## src/rtl/maxpool_pkg.sv

```systemverilog
// Shared types and default widths for the max-pool sequencer.
package maxpool_pkg;

    localparam int DATA_W_DEF = 21;
    localparam int ADDR_W_DEF = 12;
    localparam int DIM_W_DEF  = 8;
    localparam int MAX_K      = 15;
    localparam int K_W        = $clog2(MAX_K + 1);

    typedef enum logic [2:0] {
        IDLE,
        CHECK,
        READ,
        DRAIN,
        WRITE,
        FIN
    } state_t;

endpackage

```

## src/rtl/maxpool_win_acc.sv

```systemverilog
// Signed running-max accumulator for one pooling window; 'first' reloads it.
module maxpool_win_acc #(
    parameter int DATA_W = 21
) (
    input  logic                     clk,
    input  logic                     reset,
    input  logic                     first,
    input  logic                     valid,
    input  logic signed [DATA_W-1:0] din,
    output logic signed [DATA_W-1:0] acc
);

    // Strict greater-than: ties keep the earlier sample.
    always_ff @(posedge clk) begin
        if (reset) begin
            acc <= '0;
        end else if (valid && (first || (din > acc))) begin
            acc <= din;
        end
    end

endmodule

```

## src/rtl/maxpool_seq_ctrl.sv

```systemverilog
// Non-overlapping KxK max-pool sequencer over a 1-cycle-latency source RAM.
// Build option: define MAXPOOL_RELU_EN to clamp negative pooled results to zero.
//
// state | meaning
// IDLE  | waiting for start
// CHECK | validate latched config, init pointers
// READ  | one source read per cycle, K*K reads
// DRAIN | last read data lands in accumulator
// WRITE | hold result until wr_ready
// FIN   | done pulse, back to IDLE
module maxpool_seq_ctrl
    import maxpool_pkg::*;
#(
    parameter int DATA_W = DATA_W_DEF,
    parameter int ADDR_W = ADDR_W_DEF,
    parameter int DIM_W  = DIM_W_DEF
) (
    input  logic                     clk,
    input  logic                     reset,
    input  logic                     start,
    input  logic [DIM_W-1:0]         cfg_width,
    input  logic [DIM_W-1:0]         cfg_height,
    input  logic [3:0]               cfg_k,
    input  logic [ADDR_W-1:0]        cfg_src_base,
    input  logic [ADDR_W-1:0]        cfg_dst_base,
    output logic                     busy,
    output logic                     done,
    output logic                     err_cfg,
    output logic                     rd_en,
    output logic [ADDR_W-1:0]        rd_addr,
    input  logic signed [DATA_W-1:0] rd_data,
    output logic                     wr_en,
    output logic [ADDR_W-1:0]        wr_addr,
    output logic signed [DATA_W-1:0] wr_data,
    input  logic                     wr_ready
);

    state_t state, state_nx;

    logic [K_W-1:0]    k_q, kx, ky;
    logic [DIM_W-1:0]  w_q, h_q;
    logic [ADDR_W-1:0] src_q, dst_q;
    logic [ADDR_W-1:0] line_ptr, win_base, row_next, line_nx, col_nx;
    logic [DIM_W:0]    col_pos, row_pos, k_ext, k2;
    logic              cfg_bad, kx_last, ky_last, col_last, row_last;
    logic              rd_vld_q, rd_first_q;
    logic signed [DATA_W-1:0] acc;

    assign k_ext    = (DIM_W+1)'(k_q);
    assign k2       = {k_ext[DIM_W-1:0], 1'b0};
    assign cfg_bad  = (k_q == '0) || (k_ext > {1'b0, w_q}) || (k_ext > {1'b0, h_q});
    assign kx_last  = (kx == k_q - K_W'(1));
    assign ky_last  = (ky == k_q - K_W'(1));
    // Another window fits only if its right/bottom edge stays inside the map.
    assign col_last = (col_pos + k2) > {1'b0, w_q};
    assign row_last = (row_pos + k2) > {1'b0, h_q};
    assign line_nx  = line_ptr + ADDR_W'(w_q);
    assign col_nx   = win_base + ADDR_W'(k_q);

    always_ff @(posedge clk) begin
        if (reset) state <= IDLE;
        else       state <= state_nx;
    end

    always_comb begin
        state_nx = state;
        busy     = 1'b0;
        done     = 1'b0;
        err_cfg  = 1'b0;
        rd_en    = 1'b0;
        wr_en    = 1'b0;
        case (state)
            IDLE:  if (start) state_nx = CHECK;
            CHECK: begin
                busy = 1'b1;
                if (cfg_bad) begin
                    done     = 1'b1;
                    err_cfg  = 1'b1;
                    state_nx = IDLE;
                end else begin
                    state_nx = READ;
                end
            end
            READ: begin
                busy  = 1'b1;
                rd_en = 1'b1;
                if (kx_last && ky_last) state_nx = DRAIN;
            end
            DRAIN: begin
                busy     = 1'b1;
                state_nx = WRITE;
            end
            WRITE: begin
                busy  = 1'b1;
                wr_en = 1'b1;
                if (wr_ready) state_nx = (col_last && row_last) ? FIN : READ;
            end
            FIN: begin
                done     = 1'b1;
                state_nx = IDLE;
            end
            default: state_nx = IDLE;
        endcase
    end

    always_ff @(posedge clk) begin
        if (reset) begin
            k_q <= '0; w_q <= '0; h_q <= '0; src_q <= '0; dst_q <= '0;
            kx <= '0; ky <= '0; col_pos <= '0; row_pos <= '0;
            line_ptr <= '0; win_base <= '0; row_next <= '0;
            rd_addr <= '0; wr_addr <= '0;
            rd_vld_q <= 1'b0; rd_first_q <= 1'b0;
        end else begin
            rd_vld_q   <= rd_en;
            rd_first_q <= rd_en && (kx == '0) && (ky == '0);
            case (state)
                IDLE: if (start) begin
                    k_q <= cfg_k; w_q <= cfg_width; h_q <= cfg_height;
                    src_q <= cfg_src_base; dst_q <= cfg_dst_base;
                end
                CHECK: begin
                    kx <= '0; ky <= '0; col_pos <= '0; row_pos <= '0;
                    line_ptr <= src_q; win_base <= src_q; row_next <= src_q;
                    rd_addr <= src_q; wr_addr <= dst_q;
                end
                READ: begin
                    if (kx_last) begin
                        kx <= '0;
                        if (ky_last) begin
                            ky <= '0;
                            // The left-most window's bottom line + W is the next output row start.
                            if (col_pos == '0) row_next <= line_nx;
                        end else begin
                            ky       <= ky + K_W'(1);
                            line_ptr <= line_nx;
                            rd_addr  <= line_nx;
                        end
                    end else begin
                        kx      <= kx + K_W'(1);
                        rd_addr <= rd_addr + ADDR_W'(1);
                    end
                end
                WRITE: if (wr_ready) begin
                    wr_addr <= wr_addr + ADDR_W'(1);
                    if (col_last) begin
                        col_pos  <= '0;
                        row_pos  <= row_pos + k_ext;
                        win_base <= row_next;
                        line_ptr <= row_next;
                        rd_addr  <= row_next;
                    end else begin
                        col_pos  <= col_pos + k_ext;
                        win_base <= col_nx;
                        line_ptr <= col_nx;
                        rd_addr  <= col_nx;
                    end
                end
                default: ;
            endcase
        end
    end

    maxpool_win_acc #(.DATA_W(DATA_W)) u_win_acc (
        .clk   (clk),
        .reset (reset),
        .first (rd_first_q),
        .valid (rd_vld_q),
        .din   (rd_data),
        .acc   (acc)
    );

`ifdef MAXPOOL_RELU_EN
    assign wr_data = acc[DATA_W-1] ? '0 : acc;
`else
    assign wr_data = acc;
`endif

endmodule

```

## config.mk

```make
export PLATFORM = sky130hd
export DESIGN_NAME = maxpool_seq_ctrl
export DESIGN_NICKNAME = d
export VERILOG_FILES = /design/src/rtl/maxpool_pkg.sv /design/src/rtl/maxpool_win_acc.sv /design/src/rtl/maxpool_seq_ctrl.sv
export SDC_FILE = /design/constraint.sdc
export NUM_CORES = 1
export LEC_CHECK = 0
export BUFFER_PORTS_ARGS = -buffer_cell sky130_fd_sc_hd__buf_4
export CAP_MARGIN = 20
export CORE_MARGIN = 2
export CORE_UTILIZATION = 40
export CTS_BUF_LIST = sky130_fd_sc_hd__clkbuf_8
export CTS_CLUSTER_SIZE = 14
export DETAILED_ROUTE_END_ITERATION = 16
export PLACE_DENSITY = 0.71
export SYNTH_ARGS = -nofsm -noshare
export SYNTH_HDL_FRONTEND = slang
export SYNTH_HIERARCHICAL = 1
export SYNTH_SLANG_ARGS = --single-unit
```

## constraint.sdc

```tcl
create_clock -name clk -period 3 [get_ports clk]
set_input_delay 0.3 -clock clk [delete_from_list [all_inputs] [get_ports clk]]
set_output_delay 0.3 -clock clk [all_outputs]
set_load 0.005 [all_outputs]
```

==> impl_metrics.ini <==
[drt]
dr.first_iter.drc_count = 924
wire_length_after_detailed_routing_um = 30840
route.detailed.vias_per_inst = 5.699
route.detailed.drc = 0
drt-wirelength-per-cell_um = 17.36
via_count = 10122
detailedRoute.firstPassIterationCount = 10
drt.antenna.violating_nets = 0

[grt]
global_route.usage.total_pct = 22.68
grt_pass1_vias = 9543
antenna_found_initial = 0
globalRouteOverflowTotal = 0
grt_start_max_net_pins = 70
grt_first_pass_wirelength_um = 48620

[run_status]
violated_checks = negative setup slack
outcome = complete, but fails checks

[synthesis]
mapped_cells = 1266
synth_area_leaders = sky130_fd_sc_hd__dfxtp_1, sky130_fd_sc_hd__ha_1, sky130_fd_sc_hd__a21oi_1, sky130_fd_sc_hd__nand2_1, sky130_fd_sc_hd__o21ai_0
syn-mean-instance-area_sq_um = 8.018
ys_seq_area_share_pct = 30.77
yosys-top-cells-count = sky130_fd_sc_hd__nand2_1, sky130_fd_sc_hd__dfxtp_1, sky130_fd_sc_hd__a21oi_1, sky130_fd_sc_hd__ha_1, sky130_fd_sc_hd__nor2_1
synth.most_common_cell = sky130_fd_sc_hd__nand2_1
synth.ff_latch_count = 156
asyncSetResetFlopFracSynth_pct = 0
yosys_warnings = 6
ys_types = 84
synthFlopType = sky130_fd_sc_hd__dfxtp_1
mappedNetlistArea_sq_um = 10150
synth_top_cell_area_share_pct = 30.77
syn-num-nets = 1422
synth-edff-count = 0
synth_largest_area_cell = sky130_fd_sc_hd__dfxtp_1

[clocking]
cts-root-to-sink-buffers = 2
cts-htree-levels = 4
cts.reportedPaths.clkPinSlew_ns = 0.09
cts_root_buffer = sky130_fd_sc_hd__clkbuf_8
tritoncts_clock_tree = yes
clock_sinks = 156
worst_skew_pair.late_latency_ns = 0.48
cts-buffers-inserted = 17

[cells_and_area]
drive_above_1_share_pct = 22.48
areaGrowthSynthToFinish_pct = 25.07
postLayoutCoreUtil_pct = 50.71
nets = 1589
antenna-diode-count = 0

[critical_path]
cp_top_family = compound AO/OA/AOI/OAI gates
worst-setup-path-type = flop to flop
cp_data_arrival_time_ns = 3.64
worstPathCellList = ha_4 > fa_2 > a21o_1 > a21oi_2 > buf_4 > xnor2_1 > ha_2 > nor3_2 > o21bai_2 > o221a_4 > buf_4 > nor4_4 > a311oi_4 > buf_4 > a311oi_1
critical-path-top-cell-by-count = sky130_fd_sc_hd__buf_4
slowest_delay_ns = 0.37
cp_data_required_time_ns = 3.39
standard_cell_with_the_maximum_stage_delay_on_the_critical_path = sky130_fd_sc_hd__dfxtp_4
cp-end-kind = flop
crit_path_start_kind = flop
crit_buf_inv = 3
critical_path_peak_fanout = 7

[sta]
final_max_slew_viol_count = 0
layout_min_cycle_time_ns = 3.245
setup-violations-final = 54
timing.max_slew.rel_slack_pct = 47.38
timing.fmax_mhz = 308.1
setup_skew_ns = 0.02021
slack_of_the_critical_path_ns = -0.2452
final.period_utilization_pct = 108.2
finalHoldViolCount = 0
rsz0062_at_grt = yes
max_slew.worst_pin.slew_ns = 0.7893
holdWs_ns = 0.06276

[power_and_ir_drop]
p_leak_uw = 0.005155
power-per-cell-area_nw_per_um2 = 553.2
p_switching_uw = 2831
internal_power_uw = 4192
sw_frac_of_total_pct = 40.31
power_frac_comb_pct = 41.8
power_frac_clock_pct = 20.8
sequential_share_of_power_pct = 37.3
power.total_uw = 7023
maximum_vdd_drop_uv = 291.9

[floorplan]
core_area_sq_um = 25040
start_util_pct = 40.54
fp.dieH_um = 163.3
rows = 58
top_level_ports = 119
fp.dieArea_sq_um = 26670
fp.dieW_um = 163.3

[place]
placement.io_buffers = 118
detailedPlacementHpwl_um = 21780
gp_routability_congestion = 0.8825

[run]
timing.max_cap.violations = 0

[worst_hold_path]
hold_class = input port to flop
cell families after synthesis:
kind of cell | Yosys count | synth area share (%)
compound gates | 396 | 25.17
xor+xnor | 49 | 4.647
fa+ha+maj | 87 | 11.17
buf+inv | 128 | 5.078
flops | 156 | 30.77
mux | 25 | 2.527
simple gates | 425 | 20.65
sequential cells by signal, indices dropped and copies added (netlist names):
signal / flops
ky: 4
rd_addr: 12
line_ptr: 12
row_pos: 9
wr_addr: 12
h_q: 8
w_q: 8
dst_q: 12
kx: 4
row_next: 12
src_q: 12
state: 3
rd_first_q: 1
rd_vld_q: 1
u_win_acc/acc: 21
col_pos: 9
win_base: 12
k_q: 4
cells in the final DEF, fill, tap and decap left out, types with 12 or more instances in the layout:
master                     netlist  routed
sky130_fd_sc_hd__a21oi_2         1      12
sky130_fd_sc_hd__dfxtp_1       156     151
sky130_fd_sc_hd__ha_1           81      77
sky130_fd_sc_hd__nor2_1         73      72
sky130_fd_sc_hd__nand3_1        30      30
sky130_fd_sc_hd__mux2i_1        23      23
sky130_fd_sc_hd__a31oi_1        24      23
sky130_fd_sc_hd__a21o_1         20      20
sky130_fd_sc_hd__nand4_1        12      12
sky130_fd_sc_hd__o211ai_1       15      15
sky130_fd_sc_hd__buf_4           1     205
sky130_fd_sc_hd__a311oi_1       19      15
sky130_fd_sc_hd__nand2_1       162     161
sky130_fd_sc_hd__o21ai_0        71      63
sky130_fd_sc_hd__clkbuf_8        0      19
sky130_fd_sc_hd__a211oi_1       24      21
sky130_fd_sc_hd__nor3_1         23      19
sky130_fd_sc_hd__xor2_1         18      18
sky130_fd_sc_hd__xnor2_1        28      28
sky130_fd_sc_hd__a21oi_1       141     129
sky130_fd_sc_hd__inv_1          60      64
sky130_fd_sc_hd__nand2b_1       49      49
area by class of cell:
cell class | instances | area [sq um]
clock inverter | 13 | 80.08
clock buffer | 19 | 261.5
sequential | 156 | 3134
tap | 330 | 412.9
inverter | 61 | 232.7
timing repair buffer | 215 | 1677
fill | 2346 | 12340
multi-input combinational | 982 | 6898
stage by stage:
| step | cells | worst slack [ns] | TNS [ns] | area [sq um] |
|---|---|---|---|---|
| 2_1_floorplan | 1266 | -0.001216 | -0.001216 | 10190 |
| 3_3_place_gp | 1729 | -0.2677 | -4.816 | 11830 |
| 3_5_place_dp | 1729 | -0.3073 | -8.870 | 11830 |
| 4_1_cts | 1769 | -0.1575 | -3.932 | 12440 |
| 5_1_grt | 1776 | -0.4106 | -15.38 | 12700 |
| 6_report | 1776 | -0.2452 | -7.466 | 12700 |
routing by layer:
layer	GRT usage, %	vias to the layer above	share of wire, %
met5	0	-	0
met3	4.063	92	6.5
li1	-	4917	-
met1	29.05	4711	43
met2	37.96	402	47
met4	8.608	0	3.8
worst reg2reg max path: cells and delay by family (launching register included):
family,cells,cell delay (ns)
AOI/OAI and AO/OA,6,0.90
and+or+nand+nor,2,0.49
DFF,1,0.37
adders and majority gates,3,0.82
xor gates and xnor gates,1,0.11
buffers and inverters,3,0.47
power by group through the flow:
stage / clock [uW] / combinational, uW / sequential [uW]
5_1_grt: 1570 / 3190 / 2650
2_1_floorplan: 0 / 1560 / 2570
3_3_place_gp: 0 / 2450 / 2650
4_1_cts: 1490 / 2700 / 2610
3_5_place_dp: 0 / 2490 / 2650
6_report: 1460 / 2940 / 2620
what timing repair did:
| action | in CTS | in global routing |
|---|---|---|
| setup buffers | 7 | 8 |
| setup endpoints to repair | 58 | 60 |
| pin swaps | 28 | 27 |
| hold buffers | 0 | 0 |
| gates resized for setup | 52 | 34 |
| gates cloned | 1 | 0 |
path summary, 6_finish.rpt:
check | from | to | slack, ns | depth (start not counted)
worst max register to register | k_q[0] | line_ptr[7] | -0.25 | 15
worst min-delay path | cfg_src_base[6] | src_q[6] | 0.06 | 3
worst min register to register | dst_q[7] | dst_q[7] | 0.46 | 2
worst max-delay path | k_q[0] | line_ptr[7] | -0.25 | 15
Note: power is estimated with default switching activity, not from simulation.
